### src/rtl/input_debounce_bank.sv
// Multi-channel input debouncer: synchroniser, stability counter, edge pulses.
// Optional sticky edge capture and masked interrupt when DEBOUNCE_CAPTURE_IRQ_EN is defined.
module input_debounce_bank #(
  parameter int unsigned CHANNELS    = 5,
  parameter int unsigned CNT_W       = 20,
  parameter int unsigned STABLE_CNT  = 500000,
  parameter int unsigned SYNC_STAGES = 2,
  parameter logic        RESET_LEVEL = 1'b0
) (
  input  logic                clk,
  input  logic                rstn,
  input  logic [CHANNELS-1:0] i_raw,
  output logic [CHANNELS-1:0] o_level,
  output logic [CHANNELS-1:0] o_rise,
  output logic [CHANNELS-1:0] o_fall,
  input  logic [CHANNELS-1:0] i_clr,
  input  logic [CHANNELS-1:0] i_irq_mask,
  output logic [CHANNELS-1:0] o_capture,
  output logic                o_irq
);

  localparam logic [CNT_W-1:0] CNT_MAX = CNT_W'(STABLE_CNT - 1);

  // Reject configurations the counter or synchroniser cannot honour.
  generate
    if (STABLE_CNT == 0 || 64'(STABLE_CNT) > ((64'd1 << CNT_W) - 64'd1)) begin : g_bad_stable
      $error("input_debounce_bank: STABLE_CNT must be in 1 .. 2^CNT_W-1");
    end
    if (CHANNELS == 0 || CHANNELS > 32) begin : g_bad_channels
      $error("input_debounce_bank: CHANNELS must be in 1 .. 32");
    end
    if (SYNC_STAGES < 2 || SYNC_STAGES > 4) begin : g_bad_sync
      $error("input_debounce_bank: SYNC_STAGES must be in 2 .. 4");
    end
  endgenerate

  logic [CHANNELS-1:0] sync_q [SYNC_STAGES];
  logic [CHANNELS-1:0] sync_c;
  logic [CNT_W-1:0]    cnt_q  [CHANNELS];
  logic [CNT_W-1:0]    cnt_d  [CHANNELS];
  logic [CHANNELS-1:0] level_d;
  logic [CHANNELS-1:0] rise_d;
  logic [CHANNELS-1:0] fall_d;

  assign sync_c = sync_q[SYNC_STAGES-1];

  // Metastability chain on the raw asynchronous inputs.
  always_ff @(posedge clk or negedge rstn) begin
    if (!rstn) begin
      for (int s = 0; s < SYNC_STAGES; s++) begin
        sync_q[s] <= {CHANNELS{RESET_LEVEL}};
      end
    end else begin
      sync_q[0] <= i_raw;
      for (int s = 1; s < SYNC_STAGES; s++) begin
        sync_q[s] <= sync_q[s-1];
      end
    end
  end

  // Per-channel stability count; accept the new level once it has held long enough.
  always_comb begin
    cnt_d   = cnt_q;
    level_d = o_level;
    rise_d  = '0;
    fall_d  = '0;
    for (int n = 0; n < CHANNELS; n++) begin
      if (sync_c[n] == o_level[n]) begin
        cnt_d[n] = '0;
      end else if (cnt_q[n] == CNT_MAX) begin
        cnt_d[n]   = '0;
        level_d[n] = sync_c[n];
        rise_d[n]  = sync_c[n];
        fall_d[n]  = ~sync_c[n];
      end else begin
        cnt_d[n] = cnt_q[n] + CNT_W'(1);
      end
    end
  end

  always_ff @(posedge clk or negedge rstn) begin
    if (!rstn) begin
      for (int n = 0; n < CHANNELS; n++) begin
        cnt_q[n] <= '0;
      end
      o_level <= {CHANNELS{RESET_LEVEL}};
      o_rise  <= '0;
      o_fall  <= '0;
    end else begin
      cnt_q   <= cnt_d;
      o_level <= level_d;
      o_rise  <= rise_d;
      o_fall  <= fall_d;
    end
  end

`ifdef DEBOUNCE_CAPTURE_IRQ_EN
  // Sticky edge capture (a new edge beats a clear) and masked level interrupt.
  always_ff @(posedge clk or negedge rstn) begin
    if (!rstn) begin
      o_capture <= '0;
      o_irq     <= 1'b0;
    end else begin
      o_capture <= (o_capture & ~i_clr) | o_rise | o_fall;
      o_irq     <= |(o_capture & i_irq_mask);
    end
  end
`else
  logic unused_capture_inputs;
  assign unused_capture_inputs = ^{i_clr, i_irq_mask};
  assign o_capture = '0;
  assign o_irq     = 1'b0;
`endif

endmodule

### config.mk
export PLATFORM = sky130hd
export DESIGN_NAME = input_debounce_bank
export DESIGN_NICKNAME = d
export VERILOG_FILES = /design/src/rtl/input_debounce_bank.sv
export SDC_FILE = /design/constraint.sdc
export NUM_CORES = 1
export LEC_CHECK = 0
export BUFFER_PORTS_ARGS = -buffer_cell sky130_fd_sc_hd__buf_4
export CAP_MARGIN = 10
export CORE_MARGIN = 2
export CORE_UTILIZATION = 55
export DETAILED_ROUTE_END_ITERATION = 12
export PLACE_DENSITY = 0.78
export SETUP_SLACK_MARGIN = 0.2
export SYNTH_ARGS = -nofsm -noshare
export SYNTH_HDL_FRONTEND = slang
export SYNTH_SLANG_ARGS = --single-unit
export TNS_END_PERCENT = 10
### constraint.sdc
create_clock -name clk -period 3.7 [get_ports clk]
set_clock_uncertainty 0.05 [all_clocks]
set_input_delay 0.37 -clock clk [delete_from_list [all_inputs] [get_ports clk]]
set_output_delay 0.37 -clock clk [all_outputs]
set_load 0.05 [all_outputs]
# == Word-level counts from Yosys, hierarchy flattened ==
# Cells that the tools add are included.
# word_totals
ff_bits,125
input_bits,17
output_inout_bits,21
elab_cells,74
# op_classes
n_addsub,5
eq_ne,10
mux,30
n_bitwise,10
n_reduce_logical,5
# ops
cell,n
$mux W20,10
$add A20 B1 Y20 const B,5
$eq A20 B19 Y1 const B,5
$mux W1,20
$not A1 Y1,10
$reduce_and A2 Y1,5
$eq A1 B1 Y1,5

# == Longest topological paths before layout ==
# depth
ltp_word,3
depth_mapped,7
depth_no_buf,5

# == Worst setup path after synthesis ==
# Ideal clock, no wire load.
# synth_timing
path_type,register to register
start,register cnt_q[12] in the netlist's numbering
end,register o_level[4]
setup_time_ns,0.125
arrival_ns,1.951
path_slack_ns,1.574
path_stages_with_launch,5
path_buffers,0
cell_sequence,dfrtp_1 > or4_1 > or4_4 > or2_4 > mux2_4
# synth_between
elab_chain_cells,2
# synth_lines
element,line_no,source
"start, declared",39,logic [CNT_W-1:0] cnt_q [CHANNELS];
"start signal, assigned",90,cnt_q <= cnt_d;
$eq A20 B19 Y1,70,end else if (cnt_q[n] == CNT_MAX) begin
$reduce_and A2 Y1 (no source line),n/a,
"end signal, assigned",86,o_level <= {CHANNELS{RESET_LEVEL}};
"end signal, assigned",91,o_level <= level_d;
"end, declared",13,"output logic [CHANNELS-1:0] o_level,"
# Every way passes these cells.
# A chain may end at the register's enable or synchronous reset.

==> impl_metrics.yaml <==
setup_path:
  worst_ep_required_time_ns: 4.02
  timing.critical_path.max_delay_family: "simple AND/OR/NAND/NOR gates"
  delay_of_the_slowest_cell_on_the_worst_path_ns: 0.62
  timing.critical_path.buf_inv: 0
  critical-path-slowest-cell: "sky130_fd_sc_hd__o21ai_2"
  critical_path.cell_chain: "ha_1, nand3_1, or3_1, o21ai_2, nor2_1"
  worstSetupStartpointType: "flop"
  cp_data_arrival_time_ns: 2.68
  setup.worst_path.end_class: "flop"
  worstPathMaxFanout: 19
  setup.worst_path.class: "flop to flop"
sta:
  setup_ws_ns: 1.343
  setup_viol_count_final: 0
  period_needed_ns: 2.357
  fin_crit_sh_pct: 63.70
  setup_repair_after_global_routing_missed_its_margin: "false"
  max_clock_freq_mhz: 424.3
  fin_hold_ws_ns: 0.2949
  slew_headroom_pct: 39.66
  final-max-slew-violation-count: 0
  worst_pin_slew_ns: 0.9051
  totalNegativeSetupSlack_ns: 0
  finalHoldViolCount: 0
routing:
  vias_per_cell: 5.769
  initialDrtViolationCount: 252
  first_pass_iters: 7
  ant_nets: 0
  detail_route.wl_per_cell_um: 14.70
  finalWirelength_mm: 11.13
  via_total_after_detailed_routing: 4367
  drc: 0
clock_tree:
  clockRootBuffer: "sky130_fd_sc_hd__clkbuf_8"
  cts_inserted_buffers: 17
  clock_insertion_delay_worst_skew_ns: 0.52
  clock_tree.htree_level_count: 4
  post-cts-setup-buffer-count: 0
  cts.sinks: 125
  cts_repair_resize_count: 0
  tritoncts: "built"
  clk_pin_slew_ns: 0.06
  clock_tree.buffer_depth: 2
pwr:
  power_frac_clock_pct: 51.2
  peakVddDrop_mv: 0.3205
  p_seq_share_pct: 45.7
  total_power_mw: 3.084
  comb_power_share_pct: 3.1
  power.internal_mw: 2.441
  p_leak_nw: 2.769
  switching_power_mw: 0.6428
  power.density_cell_area_nw_per_um2: 456.6
  switching_part_of_the_total_power_pct: 20.85
die:
  fp-row-count: 37
  die_x_um: 107.1
  core-area_sq_um: 10320
  die_h_um: 107.1
  ioPinCount: 38
  floorplan.die_area_sq_um: 11470
  floorplan.initialDensity_pct: 56.62
logic_synthesis:
  synth_ff_type: "sky130_fd_sc_hd__dfrtp_1"
  synth.cell_area_sq_um: 5846
  yosys.cell_types.count: 47
  postSynthCellCount: 571
  yosys_register_bits: 125
  synthesis.area_per_instance_sq_um: 10.24
  ys_seq_area_share_pct: 53.51
  synth_async_sr_flop_share_pct: 100.0
  synth-edff-count: 0
  ys_warn_count: 0
layout:
  flow.area_growth_from_synthesis_pct: 15.52
  final_cell_count_no_fill: 757
  finish.utilization_pct: 65.41
  final_cell_mix: "125 x sky130_fd_sc_hd__dfrtp_1, 88 x sky130_fd_sc_hd__nor2_1, 50 x sky130_fd_sc_hd__xnor2_1, 36 x sky130_fd_sc_hd__nand4_1, 30 x sky130_fd_sc_hd__nand3_1"
  n_antenna_cell: 0
  post_route_cell_area_sq_um: 6753
  mostFrequentLayoutCell: "sky130_fd_sc_hd__dfrtp_1"
  nets: 630
  drive_above_1_share_pct: 11.11
min_path:
  hold_class: "flop to flop"
job:
  maxCapViolations: 0
global_routing:
  globalRoute.totalOverflow: 0
  grt_antenna_before_repair: 0
  grt_max_degree: 74
  vias_in_the_first_global_route: 4305
  wire_length_of_the_first_global_routing_pass_mm: 19.11
  total_track_usage_pct: 21.06
placement:
  dp_cells: 718
  placement.cell_area_sq_um: 6115
  place_worst_setup_slack_ns: 1.360
  gpl.final_weighted_congestion: 0.8552
  portBuffers: 21
  place_hpwl_mm: 7.203
outcome:
  run_status: "completed"
==> Yosys cell counts, types with 5 or more instances <==
library cell,count,area (sq um)
sky130_fd_sc_hd__dfrtp_1,125,3128
sky130_fd_sc_hd__nor2_1,88,330.3
sky130_fd_sc_hd__xnor2_1,50,437.9
sky130_fd_sc_hd__nand4_1,36,225.2
sky130_fd_sc_hd__nand3_1,30,150.1
sky130_fd_sc_hd__nand2_1,25,93.84
sky130_fd_sc_hd__xor2_1,24,210.2
sky130_fd_sc_hd__a21oi_1,20,100.1
sky130_fd_sc_hd__inv_1,18,67.56
sky130_fd_sc_hd__nor3_1,17,85.08
sky130_fd_sc_hd__nor4_1,14,87.58
sky130_fd_sc_hd__or3_1,14,87.58
sky130_fd_sc_hd__or4_1,14,105.1
sky130_fd_sc_hd__nor3b_1,10,75.07
sky130_fd_sc_hd__o21ai_0,10,50.05
sky130_fd_sc_hd__and3_1,7,43.79
sky130_fd_sc_hd__buf_4,7,52.55
sky130_fd_sc_hd__clkbuf_1,7,26.28
sky130_fd_sc_hd__o31ai_1,7,52.55
sky130_fd_sc_hd__nor4b_1,6,52.55
sky130_fd_sc_hd__ha_1,5,62.56
==> timing repair <==
item | in CTS | in global routing
hold buffers | 6 | 0
endpoints found under the hold margin | 76 | 0
setup endpoints to repair | 0 | 0
==> power groups by stage <==
stage / combinational, mW / clock [mW] / sequential (mW)
final: 0.0971 / 1.58 / 1.41
after global routing: 0.111 / 1.67 / 1.41
after CTS: 0.0991 / 1.61 / 1.41
after detailed placement: 0.0930 / 0 / 1.43
after global placement: 0.0915 / 0 / 1.43
after floorplan: 0.0584 / 0 / 1.43
==> cell type report <==
| cell class | count | area [sq um] |
|---|---|---|
| fill | 776 | 3571 |
| sequential | 125 | 3128 |
| multi-input combinational | 416 | 2576 |
| clock buffer | 26 | 488.0 |
| timing repair buffer | 30 | 240.2 |
| tap | 136 | 170.2 |
| clock inverter | 6 | 82.58 |
| inverter | 18 | 67.56 |
==> per-layer routing <==
| layer | vias up | wire (um) | track usage (%) |
|---|---|---|---|
| li1 | 2093 | - | - |
| met1 | 2169 | 4925 | 25.52 |
| met4 | 0 | 126 | 8.442 |
| met2 | 95 | 5665 | 34.90 |
| met5 | - | 0 | 0 |
| met3 | 10 | 413 | 6.687 |
==> flip-flops by register name, summed over array words and instances, names as in the netlist <==
| signal | count |
|---|---|
| sync_c | 5 |
| cnt_q | 100 |
| o_fall | 5 |
| sync_q | 5 |
| o_rise | 5 |
| o_level | 5 |
==> final timing paths <==
| path | endpoint | slack (ns) | from | cells after the start |
|---|---|---|---|---|
| max | cnt_q[36]$_DFF_PN0_ | 1.34 | cnt_q[20]$_DFF_PN0_ | 5 |
| min | sync_c[0]$_DFF_PN0_ | 0.29 | sync_q[5]$_DFF_PN0_ | 0 |
| max reg2reg | cnt_q[36]$_DFF_PN0_ | 1.34 | cnt_q[20]$_DFF_PN0_ | 5 |
| min reg2reg | sync_c[0]$_DFF_PN0_ | 0.29 | sync_q[5]$_DFF_PN0_ | 0 |
| max in group asynchronous | cnt_q[65]$_DFF_PN0_ | 2.25 | rstn | 3 |
| min in group asynchronous | sync_c[0]$_DFF_PN0_ | 0.45 | rstn | 2 |
==> cells by family after synthesis <==
logic type / after synthesis / share of synthesized area, %
AND/OR/NAND/NOR: 279 / 25.41
AO/OA/AOI/OAI: 46 / 4.923
adder cells (fa/ha/maj): 5 / 1.070
buffers and inverters: 35 / 2.739
XOR/XNOR: 74 / 11.09
multiplexers: 6 / 1.199
flip-flops: 125 / 53.51
other: 1 / 0.06415
(Power assumes the default switching activity.)
